--- config.mk ---
export PLATFORM = sky130hd
export DESIGN_NAME = crypt_scheduler
export DESIGN_NICKNAME = d
export VERILOG_FILES = /design/src/rtl/rsa_pkg.sv /design/src/rtl/crypt_scheduler.sv
export SDC_FILE = /design/constraint.sdc
export NUM_CORES = 1
export LEC_CHECK = 0
export CORE_ASPECT_RATIO = 0.7
export CORE_MARGIN = 10
export CORE_UTILIZATION = 56
export CTS_CLUSTER_DIAMETER = 60
export DETAILED_ROUTE_END_ITERATION = 6
export DONT_BUFFER_PORTS = 1
export PLACE_DENSITY = 0.77
export SETUP_SLACK_MARGIN = 0.1
export SLEW_MARGIN = 10
export SYNTH_ARGS = -nofsm -noshare
export SYNTH_HDL_FRONTEND = slang
export SYNTH_SLANG_ARGS = --single-unit
--- constraint.sdc ---
create_clock -name clk -period 4.8 [get_ports clk]
set_input_delay 1.2 -clock clk [delete_from_list [all_inputs] [get_ports clk]]
set_output_delay 1.2 -clock clk [all_outputs]
set_load 0.005 [all_outputs]
--- src/rtl/rsa_pkg.sv ---
// Shared types and constants for the RSA exponentiation scheduler.
package rsa_pkg;

    localparam int WIDTH = 32;
    localparam int IDX_W = $clog2(WIDTH);

    localparam logic [1:0] MODE_ENC = 2'b11;
    localparam logic [1:0] MODE_DEC = 2'b10;

    typedef enum logic [2:0] {
        ST_IDLE,
        ST_CHECK,
        ST_SCAN,
        ST_SQUARE,
        ST_MULT,
        ST_DONE,
        ST_ERR
    } state_e;

    // Any mode with bit 1 set that is not encrypt falls back to the private exponent.
    function automatic logic [WIDTH-1:0] sel_exp(input logic [1:0]       mode,
                                                 input logic [WIDTH-1:0] e_key,
                                                 input logic [WIDTH-1:0] d_key);
        return (mode == MODE_ENC) ? e_key : d_key;
    endfunction

endpackage

--- src/rtl/crypt_scheduler.sv ---
// Left-to-right square-and-multiply sequencer for msg^k mod n, driving a
// shared external modular multiplier through the mm_* handshake.
module crypt_scheduler
    import rsa_pkg::*;
(
    input  logic             clk,
    input  logic             rst,
    input  logic [1:0]       mode,
    input  logic             start,
    input  logic             abort,
    input  logic [WIDTH-1:0] msg,
    input  logic [WIDTH-1:0] n_key,
    input  logic [WIDTH-1:0] e_key,
    input  logic [WIDTH-1:0] d_key,
    output logic             mm_start,
    output logic [WIDTH-1:0] mm_a,
    output logic [WIDTH-1:0] mm_b,
    output logic [WIDTH-1:0] mm_n,
    output logic             mm_clr,
    input  logic             mm_done,
    input  logic [WIDTH-1:0] mm_result,
    output logic             busy,
    output logic             done,
    output logic             error,
    output logic [WIDTH-1:0] result
);

    state_e           state_q;
    logic [WIDTH-1:0] m_q, n_q, k_q, acc_q;
    logic [IDX_W-1:0] i_q;
    logic [IDX_W-1:0] i_d;
    logic             last_bit;
    logic             busy_q, done_q, error_q;
    logic [WIDTH-1:0] result_q;
    logic             mm_start_q, mm_clr_q;
    logic [WIDTH-1:0] mm_a_q, mm_b_q, mm_n_q;

    assign i_d      = i_q - IDX_W'(1);
    assign last_bit = (i_q == '0);

    always_ff @(posedge clk) begin
        if (!rst) begin
            state_q    <= ST_IDLE;
            m_q        <= '0;
            n_q        <= '0;
            k_q        <= '0;
            acc_q      <= '0;
            i_q        <= '0;
            busy_q     <= 1'b0;
            done_q     <= 1'b0;
            error_q    <= 1'b0;
            result_q   <= '0;
            mm_start_q <= 1'b0;
            mm_clr_q   <= 1'b0;
            mm_a_q     <= '0;
            mm_b_q     <= '0;
            mm_n_q     <= '0;
        end else begin
            done_q     <= 1'b0;
            mm_start_q <= 1'b0;
            mm_clr_q   <= 1'b0;

            if (abort && state_q != ST_IDLE) begin
                // Only a multiplier that may hold an operation in flight needs clearing.
                mm_clr_q <= (state_q == ST_SQUARE) || (state_q == ST_MULT);
                busy_q   <= 1'b0;
                state_q  <= ST_IDLE;
            end else begin
                case (state_q)
                    ST_IDLE: begin
                        if (start && mode[1]) begin
                            m_q     <= msg;
                            n_q     <= n_key;
                            k_q     <= sel_exp(mode, e_key, d_key);
                            i_q     <= IDX_W'(WIDTH - 1);
                            error_q <= 1'b0;
                            busy_q  <= 1'b1;
                            state_q <= ST_CHECK;
                        end
                    end

                    ST_CHECK: begin
                        if (n_q < WIDTH'(2) || m_q >= n_q) begin
                            state_q <= ST_ERR;
                        end else if (k_q == '0) begin
                            acc_q   <= WIDTH'(1);
                            state_q <= ST_DONE;
                        end else begin
                            state_q <= ST_SCAN;
                        end
                    end

                    ST_SCAN: begin
                        if (k_q[i_q]) begin
                            acc_q <= m_q;
                            if (last_bit) begin
                                state_q <= ST_DONE;
                            end else begin
                                i_q        <= i_d;
                                mm_start_q <= 1'b1;
                                mm_a_q     <= m_q;
                                mm_b_q     <= m_q;
                                mm_n_q     <= n_q;
                                state_q    <= ST_SQUARE;
                            end
                        end else begin
                            i_q <= i_d;
                        end
                    end

                    ST_SQUARE: begin
                        if (mm_done) begin
                            acc_q <= mm_result;
                            if (k_q[i_q]) begin
                                mm_start_q <= 1'b1;
                                mm_a_q     <= mm_result;
                                mm_b_q     <= m_q;
                                state_q    <= ST_MULT;
                            end else if (last_bit) begin
                                state_q <= ST_DONE;
                            end else begin
                                i_q        <= i_d;
                                mm_start_q <= 1'b1;
                                mm_a_q     <= mm_result;
                                mm_b_q     <= mm_result;
                            end
                        end
                    end

                    ST_MULT: begin
                        if (mm_done) begin
                            acc_q <= mm_result;
                            if (last_bit) begin
                                state_q <= ST_DONE;
                            end else begin
                                i_q        <= i_d;
                                mm_start_q <= 1'b1;
                                mm_a_q     <= mm_result;
                                mm_b_q     <= mm_result;
                                state_q    <= ST_SQUARE;
                            end
                        end
                    end

                    ST_DONE: begin
                        result_q <= acc_q;
                        done_q   <= 1'b1;
                        busy_q   <= 1'b0;
                        state_q  <= ST_IDLE;
                    end

                    ST_ERR: begin
                        result_q <= '0;
                        error_q  <= 1'b1;
                        done_q   <= 1'b1;
                        busy_q   <= 1'b0;
                        state_q  <= ST_IDLE;
                    end

                    default: state_q <= ST_IDLE;
                endcase
            end
        end
    end

    assign mm_start = mm_start_q;
    assign mm_clr   = mm_clr_q;
    assign mm_a     = mm_a_q;
    assign mm_b     = mm_b_q;
    assign mm_n     = mm_n_q;
    assign busy     = busy_q;
    assign done     = done_q;
    assign error    = error_q;
    assign result   = result_q;

endmodule

---- After elaboration in Yosys (flattened, before gate mapping) ----
Cells that the tools add are included.
cells by class
  $add $sub $neg .......................... 1
  order comparisons ....................... 3
  equality and inequality tests ........... 17
  muxes and demuxes ....................... 49
  bitwise operators ....................... 3
  reductions and logical operators ........ 27
operators by type and width
  operator                                                     count
  2-to-1 mux 32 bit                                            15
  one-hot mux 32 bit (3 select lines)                          3
  one-hot mux 32 bit (2 select lines)                          1
  greater-or-equal comparator 32 bit                           1
  logical NOT 32 bit                                           1
  less-than comparator 32 x 2 -> 1 bit, second input constant  1
  2-to-1 mux 5 bit                                             6
  2-to-1 mux 3 bit                                             9
  one-hot mux 5 bit (4 select lines)                           1
  AND reduction 6 bit                                          3
  != test 2 bit, second input constant                         8
  one-hot mux 3 bit (5 select lines)                           1
  equality test 3 bit, second input constant                   3
  2-to-1 mux 1 bit                                             9
  nonzero test 3 bit                                           3
  equality test 3 x 2 -> 1 bit, second input constant          2
  less-than comparator 5 x 6 -> 1 bit, second input constant   1
  AND reduction 2 bit                                          3
  AND reduction 3 bit                                          2
  nonzero test 2 bit                                           3
  OR reduction 2 bit                                           3
  binary-select mux 1 bit (select 5 bit)                       1
  logical NOT 5 bit                                            1
  AND reduction 5 bit                                          1
  13 further kinds                                             18
word-level totals
  register bits after elaboration ......... 269
  input bits .............................. 167
  output and inout bits ................... 133
  word-level logic and storage cells ...... 115

---- Longest topological paths before layout ----
  depth after elaboration ................. 5
  mapped depth ............................ 11
  depth with buffers taken out ............ 9

---- Worst setup path after synthesis ----
Ideal clock, no wire load.
  path kind ............................... flip-flop to flip-flop
  start point ............................. reg n_q[14]
  end point ............................... reg acc_q[10]
  setup time .............................. 0.072 ns
  arrival ................................. 2.662 ns
  data required time ...................... 4.728 ns
  path slack .............................. 2.066 ns
  stages on the path, launching flop included .. 12
  buffers on the path ..................... 2
  period minus slack after synthesis ...... 2.734 ns
  cell sequence ........................... dfxtp_1 -> inv_1 -> ha_1 -> nand4_1 -> nor3_1 -> or4b_2 -> a311o_1 -> nand2_1 -> a311o_1 -> buf_2 -> buf_4 -> mux2i_1
between the ends
  longest elaborated chain between the ends .. 4
  elaborated cells between the ends (all ways) .. 5
  those cells by class .................... order compare: 2; eq/ne: 1; reduce/logical: 2
RTL lines
  item                                                                                        RTL line                RTL
  start: declaration                                                                          crypt_scheduler.sv:29   logic [WIDTH-1:0] m_q, n_q, k_q, acc_q;
  start signal: assignment                                                                    crypt_scheduler.sv:73   n_q <= n_key;
  less-than comparator 32 x 2 -> 1 bit or greater-or-equal comparator 32 bit (tied branches)  crypt_scheduler.sv:83   if (n_q < WIDTH'(2) || m_q >= n_q) begin
  logical OR 1 bit (*)                                                                        crypt_scheduler.sv:83
  != test 2 bit (no line) (*)                                                                 --
  AND reduction 6 bit (no line) (*)                                                           --
  end signal: assignment                                                                      crypt_scheduler.sv:95   acc_q <= m_q;
  end signal: assignment                                                                      crypt_scheduler.sv:113  acc_q <= mm_result;
  end signal: assignment                                                                      crypt_scheduler.sv:132  acc_q <= mm_result;
  end: declaration                                                                            crypt_scheduler.sv:29
Mark *: on every way between the ends. The rest lies on a longest branch, timed or not.
A chain may end at the register's enable or synchronous reset.

---- Worst setup path after layout ----
  start point ............................. reg i_q[2]
  end point ............................... reg mm_a_q[21], in the netlist mm_a[21]
between the ends
  longest elaborated chain between the ends .. 5
  elaborated cells between the ends (all ways) .. 11
  those cells by class .................... eq/ne: 2; mux: 7; reduce/logical: 2
RTL lines
  item                                                                         RTL line                                                              RTL
  start: declaration                                                           crypt_scheduler.sv:30                                                 logic [IDX_W-1:0] i_q;
  start signal: assignment                                                     crypt_scheduler.sv:75                                                 i_q <= IDX_W'(WIDTH - 1);
  start signal: assignment                                                     crypt_scheduler.sv:99                                                 i_q <= i_d;
  start signal: assignment                                                     crypt_scheduler.sv:107                                                i_q <= i_d;
  binary-select mux 1 bit (select 5 bit) or logical NOT 5 bit (tied branches)  crypt_scheduler.sv:94, crypt_scheduler.sv:114, crypt_scheduler.sv:39
  2-to-1 mux 1 bit (implied by the code) or 2-to-1 mux 32 bit (tied branches)  --
  2-to-1 mux 32 bit                                                            crypt_scheduler.sv:114                                                if (k_q[i_q]) begin
  2-to-1 mux 32 bit                                                            crypt_scheduler.sv:112                                                if (mm_done) begin
  one-hot mux 32 bit (3 select lines)                                          crypt_scheduler.sv:69                                                 case (state_q)
  end signal: assignment                                                       crypt_scheduler.sv:101                                                mm_a_q <= m_q;
  end signal: assignment                                                       crypt_scheduler.sv:116                                                mm_a_q <= mm_result;
  end signal: assignment                                                       crypt_scheduler.sv:124                                                mm_a_q <= mm_result;
  end: declaration                                                             crypt_scheduler.sv:36                                                 logic [WIDTH-1:0] mm_a_q, mm_b_q, mm_n_q;
Parallel ways exist; a longest one is shown, timed or not. The select of a mux whose other input is x is not followed.

==> impl_metrics.env <==
export IMPL_powerDensity_nw_per_um2=486
export IMPL_tightest_slew_ps=1170
export IMPL_arrival_ps=4390
export IMPL_hold_ws_ps=463
export IMPL_start_util_pct=57.6
export IMPL_pwr_share_comb_pct=23.7
export IMPL_dp_worst_setup_slack_ps=968
export IMPL_crit_start="i_q[2]"
export IMPL_synth_top_area_share_pct=44.6
export IMPL_dp_cells=1619
export IMPL_final_cell_mix="nand2_1, dfxtp_1, a21oi_1, nor2_1"
export IMPL_swShare_pct=32.9
export IMPL_synthArstFlopShare_pct=0
export IMPL_path_class="reg -> reg"
export IMPL_leakage_nw=4.87
export IMPL_synth_ff_type="dfxtp_1"
export IMPL_coreArea_um2=21000
export IMPL_multiInputGateArea_um2=6070
export IMPL_final_common_cell="nand2_1"
export IMPL_post_dp_cell_area_um2=12100
export IMPL_finalNonFillerCells=1662
export IMPL_power_frac_seq_pct=43.0
export IMPL_slew_headroom_pct=21.8
export IMPL_status="finished clean"
export IMPL_gp_congestion=0.998
export IMPL_cts_tree="done"
export IMPL_postRouteAntennaNets=0
export IMPL_drtIter0Drc=1027
export IMPL_stdcell_area_um2=12900
export IMPL_insertion_delay_ps=520
export IMPL_setup_viol=0
export IMPL_die_w_um=196
export IMPL_vias=10559
export IMPL_hp_class="reg -> reg"
export IMPL_grt_pass1_vias=9730
export IMPL_remaining_drc_errors=0
export IMPL_synth_area_um2=12100
export IMPL_cts_resized=0
export IMPL_syn2layout_area_growth_pct=6.87
export IMPL_avgRoutedWirePerCell_um=23.5
export IMPL_required_ps=5230
export IMPL_finish_utilization_pct=61.6
export IMPL_fin_nets=1570
export IMPL_die_y_um=143
export IMPL_slew_viol_final=0
export IMPL_internal_power_mw=4.21
export IMPL_syn_nets=1650
export IMPL_cp_start_kind="register"
export IMPL_yosysUniqueCellTypes=61
export IMPL_drive_above_1_share_pct=5.05
export IMPL_cts_root_buffer="clkbuf_16"
export IMPL_period_share_pct=82.6
export IMPL_maxCapViolations=0
export IMPL_std_cell_rows=44
export IMPL_clockBufferDepth=3
export IMPL_ctsHoldBuffers=0
export IMPL_grt_use_total_pct=25.9
export IMPL_ff2ff_path_depth=8
export IMPL_cts_max_level=1
export IMPL_dp_hpwl_mm=28.6
export IMPL_ys_ff_latch=269
export IMPL_yosysTopAreaCell="dfxtp_1"
export IMPL_dr_pass1_iters=5
export IMPL_routed_via_density=6.35
export IMPL_switching_power_mw=2.06
export IMPL_ios=300
export IMPL_synthTopCellsByArea="dfxtp_1, nand2_1, mux2i_1"
export IMPL_grt_max_degree=107
export IMPL_finalHoldViolCount=0
export IMPL_die_area_um2=28000
export IMPL_n_antenna_cell=0
export IMPL_overflow=0
export IMPL_layout_setup_ws_ps=834
export IMPL_min_path_cells=2
export IMPL_p_clk_share_pct=33.2
export IMPL_period_needed_ps=3970
export IMPL_synth_cells=1450
export IMPL_fillerInstances=1869
export IMPL_io_buffers=0
export IMPL_clkTransAtPathRegs_ps=70
export IMPL_antenna_found_initial=0
export IMPL_p_total_mw=6.27
export IMPL_cts_sinks=269
export IMPL_max_freq_ghz=0.252
export IMPL_grt_pass1_wl_mm=58.5
export IMPL_rsz0062_at_grt="no"
export IMPL_r2r_start="i_q[2]"
export IMPL_endpoint_kind="register"
export IMPL_synth_avg_cell_area_um2=8.34
export IMPL_ys_seq_area_share_pct=44.6
export IMPL_clock_skew_ps=8.38
export IMPL_seq_area_um2=5390
export IMPL_setup_tns_final_ps=0
export IMPL_yosys_warnings=0
export IMPL_wirelength_mm=39.0
export IMPL_cts_buffers=25
export IMPL_post_cts_setup_buffers=0
export IMPL_synth_enable_flop_cells=0
export IMPL_irDropWorstVdd_mv=0.281
export IMPL_hp_start="acc_q[24]"
export IMPL_crit_fanout=33
## cell families after synthesis
kind of cell             synth area share [%]
AND/OR/NAND/NOR                          17.5
AO/OA/AOI/OAI                            22.3
flip-flops                               44.6
buffers and inverters                    5.44
multiplexers                             6.76
adder cells (fa/ha/maj)                  3.42
XOR/XNOR                               0.0725
## Yosys cell counts, drive strengths merged, types with 33 or more instances
library cell  instances
ha                   33
mux2i                76
dfxtp               269
o21ai                45
inv                  42
a21oi               150
a311oi               33
clkbuf               96
o22ai                33
nand3                77
a22oi                35
nand2               284
nor2                 88
## critical path: stages (launching register included)
cell	delay [ps]
dfxtp_1	980
mux2i_1	190
mux4_2	510
o32a_1	200
and3_1	310
a21oi_2	180
buf_4	360
nand2_1	730
o2bb2ai_1	400
## worst paths after layout
path                     to  slack [ps]
setup / recovery   mm_a[21]         830
hold / removal    acc_q[24]         460
setup reg to reg   mm_a[21]         830
hold reg to reg   acc_q[24]         460
## flip-flops by register name, indices dropped and copies added (netlist names), 3 cells and up
register	count
mm_a	32
acc_q	32
mm_n	32
i_q	5
state_q	3
result	32
n_q	32
mm_b	32
m_q	32
k_q	32
## power by group through the flow
| stage | clock network (mW) | registers (mW) | logic [mW] |
|---|---|---|---|
| 6_report | 2.08 | 2.70 | 1.49 |
| 5_1_grt | 2.19 | 2.72 | 1.65 |
| 2_1_floorplan | 0 | 2.57 | 1.26 |
| 3_3_place_gp | 0 | 2.73 | 1.42 |
| 3_5_place_dp | 0 | 2.73 | 1.46 |
| 4_1_cts | 2.10 | 2.68 | 1.46 |
## per-layer routing
metal / track usage (%) / wire length [um]
met4: 6.69 / 1120
met3: 10.2 / 4710
met5: 0 / 0
met1: 36.6 / 17400
met2: 35.4 / 15800
## area by class of cell
type / instances / area share [%]
clock inverters: 10 / 1.20
inverters: 44 / 1.30
repair buffers: 12 / 0.794
flip-flops and latches: 269 / 41.7
well taps: 276 / 2.67
multi-input cells: 1018 / 47.0
clock buffers: 33 / 5.39
(Power assumes the default switching activity.)
